==> config.mk <==
export PLATFORM = sky130hd
export DESIGN_NAME = countdown_tick_gen
export DESIGN_NICKNAME = d
export VERILOG_FILES = /design/src/rtl/countdown_tick_gen.sv
export SDC_FILE = /design/constraint.sdc
export NUM_CORES = 1
export LEC_CHECK = 0
export BUFFER_PORTS_ARGS = -buffer_cell sky130_fd_sc_hd__buf_4
export CAP_MARGIN = 20
export CORE_MARGIN = 5
export CORE_UTILIZATION = 55
export DETAILED_ROUTE_END_ITERATION = 10
export GPL_TIMING_DRIVEN = 1
export PLACE_DENSITY = 0.82
export REMOVE_ABC_BUFFERS = 1
export SETUP_SLACK_MARGIN = 0.4
export SLEW_MARGIN = 5
export SYNTH_ARGS = -nofsm -noshare
export SYNTH_HDL_FRONTEND = slang
export SYNTH_SLANG_ARGS = --single-unit
==> constraint.sdc <==
create_clock -name clk -period 2.4 [get_ports clk]
set_input_delay 0.12 -clock clk [delete_from_list [all_inputs] [get_ports clk]]
set_output_delay 0.12 -clock clk [all_outputs]
set_load 0.02 [all_outputs]
==> src/rtl/countdown_tick_gen.sv <==
// -----------------------------------------------------------------------------
// countdown_tick_gen
//
// Programmable clock-enable generator feeding the LED blink stage. The board
// clock is divided by a runtime-loadable half-period (active_div): a one-cycle
// tick is emitted every active_div running cycles and clk_slow toggles with
// each tick, giving a registered 50%-duty square wave of period 2*active_div.
//
// Ports:
//   clk        in   system clock, all logic on the rising edge
//   reset_n    in   synchronous reset, active-low
//   enable     in   level: 1 = count, 0 = pause/hold
//   clear      in   synchronous restart pulse (keeps active_div)
//   div_valid  in   new half-period offered
//   div_data   in   new half-period in cycles (0 is stored as 1)
//   div_ready  out  new half-period can be accepted (~pending & ~clear)
//   tick       out  one-cycle pulse per half-period (registered)
//   clk_slow   out  registered square wave, toggles with each tick
//   state      out  FSM state: 00 IDLE, 01 RUN, 10 PAUSE
//   tick_count out  (only with TICK_COUNT_EN) wrapping 16-bit tick counter
//
// Optional feature macro: TICK_COUNT_EN adds the tick_count output.
// -----------------------------------------------------------------------------
module countdown_tick_gen #(
    parameter int DIV_W       = 27,
    parameter int DEFAULT_DIV = 50_000_000
) (
    input  logic             clk,
    input  logic             reset_n,
    input  logic             enable,
    input  logic             clear,
    input  logic             div_valid,
    input  logic [DIV_W-1:0] div_data,
    output logic             div_ready,
    output logic             tick,
    output logic             clk_slow,
    output logic [1:0]       state
`ifdef TICK_COUNT_EN
    ,
    output logic [15:0]      tick_count
`endif
);

    typedef enum logic [1:0] {
        S_IDLE  = 2'b00,
        S_RUN   = 2'b01,
        S_PAUSE = 2'b10
    } state_t;

    localparam logic [DIV_W-1:0] ONE     = DIV_W'(1);
    localparam logic [DIV_W-1:0] DEF_DIV = DIV_W'(DEFAULT_DIV);

    // A zero half-period would never terminate; it is promoted to 1.
    function automatic logic [DIV_W-1:0] sanitize_div(input logic [DIV_W-1:0] d);
        return (d == '0) ? ONE : d;
    endfunction

    state_t           state_q, state_d;
    logic [DIV_W-1:0] cnt_q, cnt_d;
    logic [DIV_W-1:0] active_q, active_d;
    logic [DIV_W-1:0] shadow_q, shadow_d;
    logic             pending_q, pending_d;
    logic             tick_q, tick_d;
    logic             slow_q, slow_d;
    logic             accept;
`ifdef TICK_COUNT_EN
    logic [15:0]      tc_q, tc_d;
`endif

    assign div_ready = ~pending_q & ~clear;
    assign accept    = div_valid & div_ready;

    always_comb begin
        state_d   = state_q;
        cnt_d     = cnt_q;
        active_d  = active_q;
        shadow_d  = shadow_q;
        pending_d = pending_q;
        tick_d    = 1'b0;
        slow_d    = slow_q;

        if (clear) begin
            // Restart from the top of the current period; a queued divisor is dropped.
            state_d   = S_IDLE;
            cnt_d     = active_q - ONE;
            slow_d    = 1'b0;
            pending_d = 1'b0;
        end else begin
            // accept implies pending_q==0, so it never collides with an apply below.
            if (accept) begin
                shadow_d  = sanitize_div(div_data);
                pending_d = 1'b1;
            end

            unique case (state_q)
                S_IDLE: begin
                    if (pending_q) begin
                        // Nothing is being timed yet, so apply the new divisor at once.
                        active_d  = shadow_q;
                        cnt_d     = shadow_q - ONE;
                        pending_d = 1'b0;
                    end else begin
                        cnt_d = active_q - ONE;
                    end
                    if (enable) state_d = S_RUN;
                end
                S_RUN: begin
                    if (cnt_q == '0) begin
                        tick_d = 1'b1;
                        slow_d = ~slow_q;
                        // Divisor swaps only at a period boundary to keep clk_slow glitch-free.
                        if (pending_q) begin
                            active_d  = shadow_q;
                            cnt_d     = shadow_q - ONE;
                            pending_d = 1'b0;
                        end else begin
                            cnt_d = active_q - ONE;
                        end
                    end else begin
                        cnt_d = cnt_q - ONE;
                    end
                    // The counting action above still happens on the edge that pauses.
                    if (!enable) state_d = S_PAUSE;
                end
                S_PAUSE: begin
                    if (enable) state_d = S_RUN;
                end
                default: begin
                    state_d = S_IDLE;
                end
            endcase
        end
    end

`ifdef TICK_COUNT_EN
    always_comb begin
        tc_d = tc_q;
        if (clear)       tc_d = '0;
        else if (tick_d) tc_d = tc_q + 16'd1;
    end
`endif

    always_ff @(posedge clk) begin
        shadow_q <= shadow_d;
        if (!reset_n) begin
            state_q   <= S_IDLE;
            active_q  <= DEF_DIV;
            cnt_q     <= DEF_DIV - ONE;
            pending_q <= 1'b0;
            tick_q    <= 1'b0;
            slow_q    <= 1'b0;
`ifdef TICK_COUNT_EN
            tc_q      <= '0;
`endif
        end else begin
            state_q   <= state_d;
            active_q  <= active_d;
            cnt_q     <= cnt_d;
            pending_q <= pending_d;
            tick_q    <= tick_d;
            slow_q    <= slow_d;
`ifdef TICK_COUNT_EN
            tc_q      <= tc_d;
`endif
        end
    end

    assign tick     = tick_q;
    assign clk_slow = slow_q;
    assign state    = state_q;
`ifdef TICK_COUNT_EN
    assign tick_count = tc_q;
`endif

endmodule

==> results.cfg, run 1 <==
[status]
outcome = finished, final reports clean

[floorplan]
core_area_sq_um = 9730
num_rows = 36
pin_count = 37
die_width_um = 109
die_y_um = 109
dieArea_sq_um = 12000
initial_core_util = 0.560

[routing]
drtIter0Drc = 664
via_count = 5911
via_per_inst = 6.43
ant_nets = 0
drc_errors = 0
wl_um = 19300
drtPass1Iterations = 7
wl_per_cell_um = 21.0

[clock_tree]
cts_buffer_depth = 2
tritoncts = done
clk_pin_slew_worst_paths_ps = 100
clock_latency_ps = 370
cts_num_sinks = 86
clockRootBuffer = clkbuf_8
numCtsBuffers = 9
htree_levels = 3

[grt]
grt_pass1_wl_um = 29300
grt-ovfl-total = 0
antenna_found_initial = 0
grt_max_degree = 38
grt_usage = 0.315
grt_pass1_vias = 5652

[critical_path]
r2r_end = cnt_q[19]
critPathBufInv = 1
end_kind = flip-flop
slowest_delay_ps = 560
crit_chain = or4_4 > nand3b_1 > buf_6 > nor4_2 > xor2_1 > a221oi_2 > o21ai_1
required_ps = 2650
critical_path_class = reg -> reg
r2r_cells = 7
crit_slowest_cell = or4_4
cp.depth = 7
cpLargestDelayFamily = simple AND/OR/NAND/NOR gates
r2r_start = active_q[15]
rrSetupSlack_ps = 140
path_max_fanout = 7
start_kind = flip-flop
cp.arrival_ps = 2510

[power_and_ir_drop]
powerDensity_nw_per_um2 = 429
vdd_drop_max_v = 0.000319
p_leak_nw = 2.76
p_total_w = 0.00325

[final_layout]
synthToLayoutAreaGrowth_pct = 39.1
n_fill_cell = 618
layout_commonest_cell = buf_4
layout_common_cells = 128 x buf_4, 92 x nand2_1, 48 x dfxtp_1
fin_cells = 919
diodes = 0
fin_nets = 817
drive_above_1_share = 0.350

[timing]
slew_headroom = 0.459
setup_tns_ps = 0
fin_crit_ps = 2260
setup_viol = 0
worst_slew_pin_slew_ps = 808
hold_viol = 0
slew_violations = 0
skew_ps = 15.4
fmax_ghz = 0.443
period_share = 0.940
rsz0062_at_grt = true

[placed_design]
dp.cells = 826
dp_hpwl_um = 11800
gp_congestion = 1.01
port_buffers = 36

[logic_synthesis]
synth-edff-count = 27
synthArstFlopShare = 0
syn_inst = 659
avgSynthCellArea_sq_um = 8.26
ys_seq_area_frac = 0.366
ys_ff_latch = 86
yosys_warnings = 0
synth_cell_type_count = 74
syn-cell-area_sq_um = 5440
synthFlopType = dfxtp_1

[min_path]
holdPathStages = 2
hold_path_end = shadow_q[0]
hold_path.class = in -> reg
hold_path.startpoint = div_data[0]

[flow_run]
maxCapViolations = 0
## layout make-up
cell class,count,area [sq um],area share
inverters,11,43.8,0.00578
well taps,133,166,0.0220
clock inverters,7,81.3,0.0107
repair buffers,173,1470,0.194
clock buffers,9,124,0.0164
multi-input cells,500,3680,0.486
flip-flops and latches,86,2010,0.265
## metrics by stage
step,area [sq um],util,setup WS (ps),hold WS [ps]
final,7570,0.779,143,58.9
after global routing,7570,0.779,38.4,63.0
after CTS,7200,0.740,184,52.6
after detailed placement,6100,0.627,5.46,303
after global placement,6100,0.627,63.7,293
after floorplan,5190,-,-283,192
## metal layers
metal	wire (um)	vias up	GRT usage
li1	-	2665	-
met1	7500	2782	0.403
met2	9170	382	0.529
met3	1780	82	0.0505
met4	833	0	0.133
met5	0	-	0
## sequential cells by signal, summed over array words and instances (netlist names)
name and flops:
active_q 27, cnt_q 27, shadow_q 27, state 2, clk_slow 1, pending_q 1
tick 1
## where the power goes
part	switching [W]	internal, W	total (W)
combinational	0.000288	0.000252	0.000539
sequential	0.0000652	0.00155	0.00162
clock	0.000595	0.000498	0.00109
total	0.000948	0.00230	0.00325
## worst reg2reg max path: stages, from the launching register on
cell	delay (ps)
dfxtp_2	330
or4_4	560
nand3b_1	190
buf_6	170
nor4_2	240
xor2_1	200
a221oi_2	350
o21ai_1	100
## worst max path at each step
stage / start / end
2_1_floorplan: cnt_q[8] / active_q[0]
3_3_place_gp: cnt_q[0] / cnt_q[16]
3_5_place_dp: cnt_q[0] / cnt_q[16]
4_1_cts: cnt_q[15] / cnt_q[11]
5_1_grt: cnt_q[5] / cnt_q[20]
6_report: active_q[15] / cnt_q[19]
## synthesized netlist by cell type, drive strengths merged (12+ instances only)
cell type	number	area, sq um
or4	13	113
dfxtp	59	1180
xnor2	21	184
nand3	34	170
nor4	29	230
o21ai	26	130
buf	14	73.8
a21oi	39	195
nand2	95	357
xor2	36	315
nor3	24	130
edfxtp	27	811
nor2	43	169
o211ai	12	90.1
clkbuf	48	180
## cells by family (layout without fill, tap and decap cells)
logic type,Yosys count,after routing,synth area share
AOI/OAI and AO/OA,134,134,0.166
xor gates and xnor gates,57,57,0.0917
adders and majority gates,4,4,0.00919
buffers and inverters,73,200,0.0542
DFF,86,86,0.366
muxes,15,15,0.0285
and+or+nand+nor,290,290,0.285
## timing repair
| action | 4_1_cts | 5_1_grt |
|---|---|---|
| setup buffers | 32 | 16 |
| resized for setup | 88 | 53 |
| endpoints found under the setup margin | 54 | 56 |
| hold buffers | 27 | 0 |
| gates cloned | 2 | 0 |
| hold endpoints to repair | 28 | 0 |
| pin swaps | 45 | 38 |
(Power assumes the default switching activity.)
==> run 2: changes to the inputs <==
Settings changed: ABC_AREA from default to 1.
==> run 2 against run 1 <==
  * Sequential cell count did not move
  * Wire length decreased by 13%
  * Global-route usage is 5.8 points lower
  * Non-clock buffer count is 93 lower
  * First-iteration DRC count shrank 12%
  * Sequential share of layout area rose by 2.0 points
  * Design area fell by 7.8%
  * Critical path depth rose by 4
  * Worst hold slack worse by 29 ps
  * Via count up 2.7%
  * Critical endpoint is now active_q[9]
  * Highest routed layer unchanged
==> results.cfg, run 2 <==
[critical_path]
end_kind = flip-flop
crit_chain = nor2_2 > nand2_1 > nor2_4 > nand2_2 > nor2_4 > nor2_2 > inv_2 > nand3_4 > clkbuf_16 > o21ai_0 > a21oi_1
cp.arrival_ps = 2170
start_kind = flip-flop
critical_path_class = reg -> reg
required_ps = 2650
slowest_delay_ps = 350
crit_slowest_cell = dfxtp_1
r2r_cells = 11
path_max_fanout = 8

[clock_tree]
numCtsBuffers = 9
htree_levels = 3
clk_pin_slew_worst_paths_ps = 100
clock_latency_ps = 370
tritoncts = done
cts_buffer_depth = 2
clockRootBuffer = clkbuf_8
cts_num_sinks = 86

[timing]
setup_tns_ps = 0
period_share = 0.799
fmax_ghz = 0.522
skew_ps = 13.2
slew_headroom = 0.526
fin_crit_ps = 1920
setup_ws_ps = 483
setup_viol = 0
whs_ps = 30.0
worst_slew_pin_slew_ps = 710
hold_viol = 0
slew_violations = 0
rsz0062_at_grt = true

[floorplan]
core_area_sq_um = 10700
pin_count = 37
die_y_um = 114
initial_core_util = 0.556
die_width_um = 114
num_rows = 38
dieArea_sq_um = 13100

[flow_run]
maxCapViolations = 0

[final_layout]
layout_common_cells = 209 x nand2_1, 120 x nor2_1, 100 x inv_1
final_area_sq_um = 6990
reg.largest.list = active_q: 27 flops, cnt_q: 27 flops, shadow_q: 27 flops
layout_commonest_cell = nand2_1
diodes = 0
drive_above_1_share = 0.133
synthToLayoutAreaGrowth_pct = 16.9
fin_nets = 984

[min_path]
hold_path.class = in -> reg
holdPathStages = 3

[logic_synthesis]
synth_common_cells = 210 x nand2_1, 134 x nor2_1, 102 x inv_1, 98 x nand3_1, 59 x dfxtp_1
synthArstFlopShare = 0
ys_ff_latch = 86
synth_area_leaders = dfxtp_1 20%, edfxtp_1 14%, nand2_1 13%
avgSynthCellArea_sq_um = 6.56
synth-edff-count = 27
syn-cell-area_sq_um = 5980
synth_top_area_frac = 0.198
synth_cell_type_count = 43
synthFlopType = dfxtp_1
ys_seq_area_frac = 0.333
yosysMostFrequentCell = nand2_1
yosys.area.top_type = dfxtp_1
syn_inst = 912
yosys_warnings = 0

[routing]
drc_errors = 0
drtIter0Drc = 587
via_count = 6069
wl_um = 16900
ant_nets = 0
via_per_inst = 5.55
wl_per_cell_um = 15.4
drtPass1Iterations = 5

[placed_design]
gp_congestion = 0.986
placed_area_sq_um = 6260
dp_hpwl_um = 11900
post-place-ws_ps = 345
port_buffers = 36

[grt]
grt_pass1_wl_um = 27100
antenna_found_initial = 0
grt_pass1_vias = 5615
grt_max_degree = 39
grt_usage = 0.258
grt-ovfl-total = 0

[power_and_ir_drop]
sw_frac_of_total = 0.279
combPwrFrac = 0.146
power_switching_w = 0.000906
p_int_w = 0.00235
powerDensity_nw_per_um2 = 465
p_leak_nw = 3.06
p_seq_frac = 0.498
vdd_drop_max_v = 0.000345
clkPwrFrac = 0.356

[status]
outcome = finished, final reports clean
## run 2: cell types whose count changed after synthesis, moves of 11 or more
cell / change
nor4_1: -19
nor2_1: +92
nand2_1: +115
mux2i_1: -11
xnor2_1: -13
inv_1: +92
o21ai_0: +22
nor3_1: -13
o211ai_2: +11
nand3_1: +64
## run 2: stage by stage
stage | power [W] | utilization | std cells
after global placement | 0.00205 | 0.583 | 1042
after detailed placement | 0.00205 | 0.583 | 1042
after CTS | 0.00322 | 0.629 | 1085
after global routing | 0.00338 | 0.650 | 1093
after floorplan | 0.00190 | - | 857
final | 0.00325 | 0.650 | 1093
## run 2: worst paths after layout
path | from | slack, ps | to
worst max-delay path | cnt_q[20] | 480 | active_q[9]
worst min-delay path | div_valid | 30 | pending_q
worst min register to register | active_q[25] | 480 | active_q[25]
worst max register to register | cnt_q[20] | 480 | active_q[9]
## run 2: worst max-delay path: cells and delay by family, from the launching register on
family                 cells  cell delay [ps]
buffers and inverters      2              340
flip-flops                 1              350
AO/OA/AOI/OAI              2              200
AND/OR/NAND/NOR            7              930
## run 2: layer usage
layer | vias to the layer above | share of wire | track usage
met5 | - | 0 | 0
met4 | 0 | 0.028 | 0.0855
met1 | 2746 | 0.42 | 0.344
met2 | 258 | 0.47 | 0.421
met3 | 32 | 0.077 | 0.0470
li1 | 3033 | - | -
## run 2: cells by family after synthesis
| group | synth area share |
|---|---|
| and+or+nand+nor | 0.370 |
| adders and majority gates | 0.00837 |
| AOI/OAI and AO/OA | 0.130 |
| xor gates and xnor gates | 0.0513 |
| buffers and inverters | 0.107 |
| DFF | 0.333 |
## run 2: timing repair
item / CTS / global route
hold endpoints to repair: 28 / 0
hold buffers: 27 / 0
gates cloned: 0 / 3
setup buffers: 0 / 5
pin swaps: 0 / 5
resized for setup: 3 / 40
endpoints found under the setup margin: 20 / 45
## run 2: power groups by stage
stage                     Sequential [W]  Combinational (W)  Clock (W)
after floorplan                  0.00164           0.000261          0
after global placement           0.00165           0.000401          0
after detailed placement         0.00165           0.000404          0
after CTS                        0.00161           0.000444    0.00116
after global routing             0.00163           0.000524    0.00123
final                            0.00162           0.000473    0.00116
## run 2: area by class of cell
| cell class | count | area (sq um) |
|---|---|---|
| inverters | 106 | 404 |
| fillers | 926 | 3760 |
| multi-input cells | 665 | 3440 |
| clock buffers | 10 | 128 |
| flip-flops and latches | 86 | 1990 |
| well taps | 140 | 175 |
| clock inverters | 6 | 92.6 |
| repair buffers | 80 | 749 |
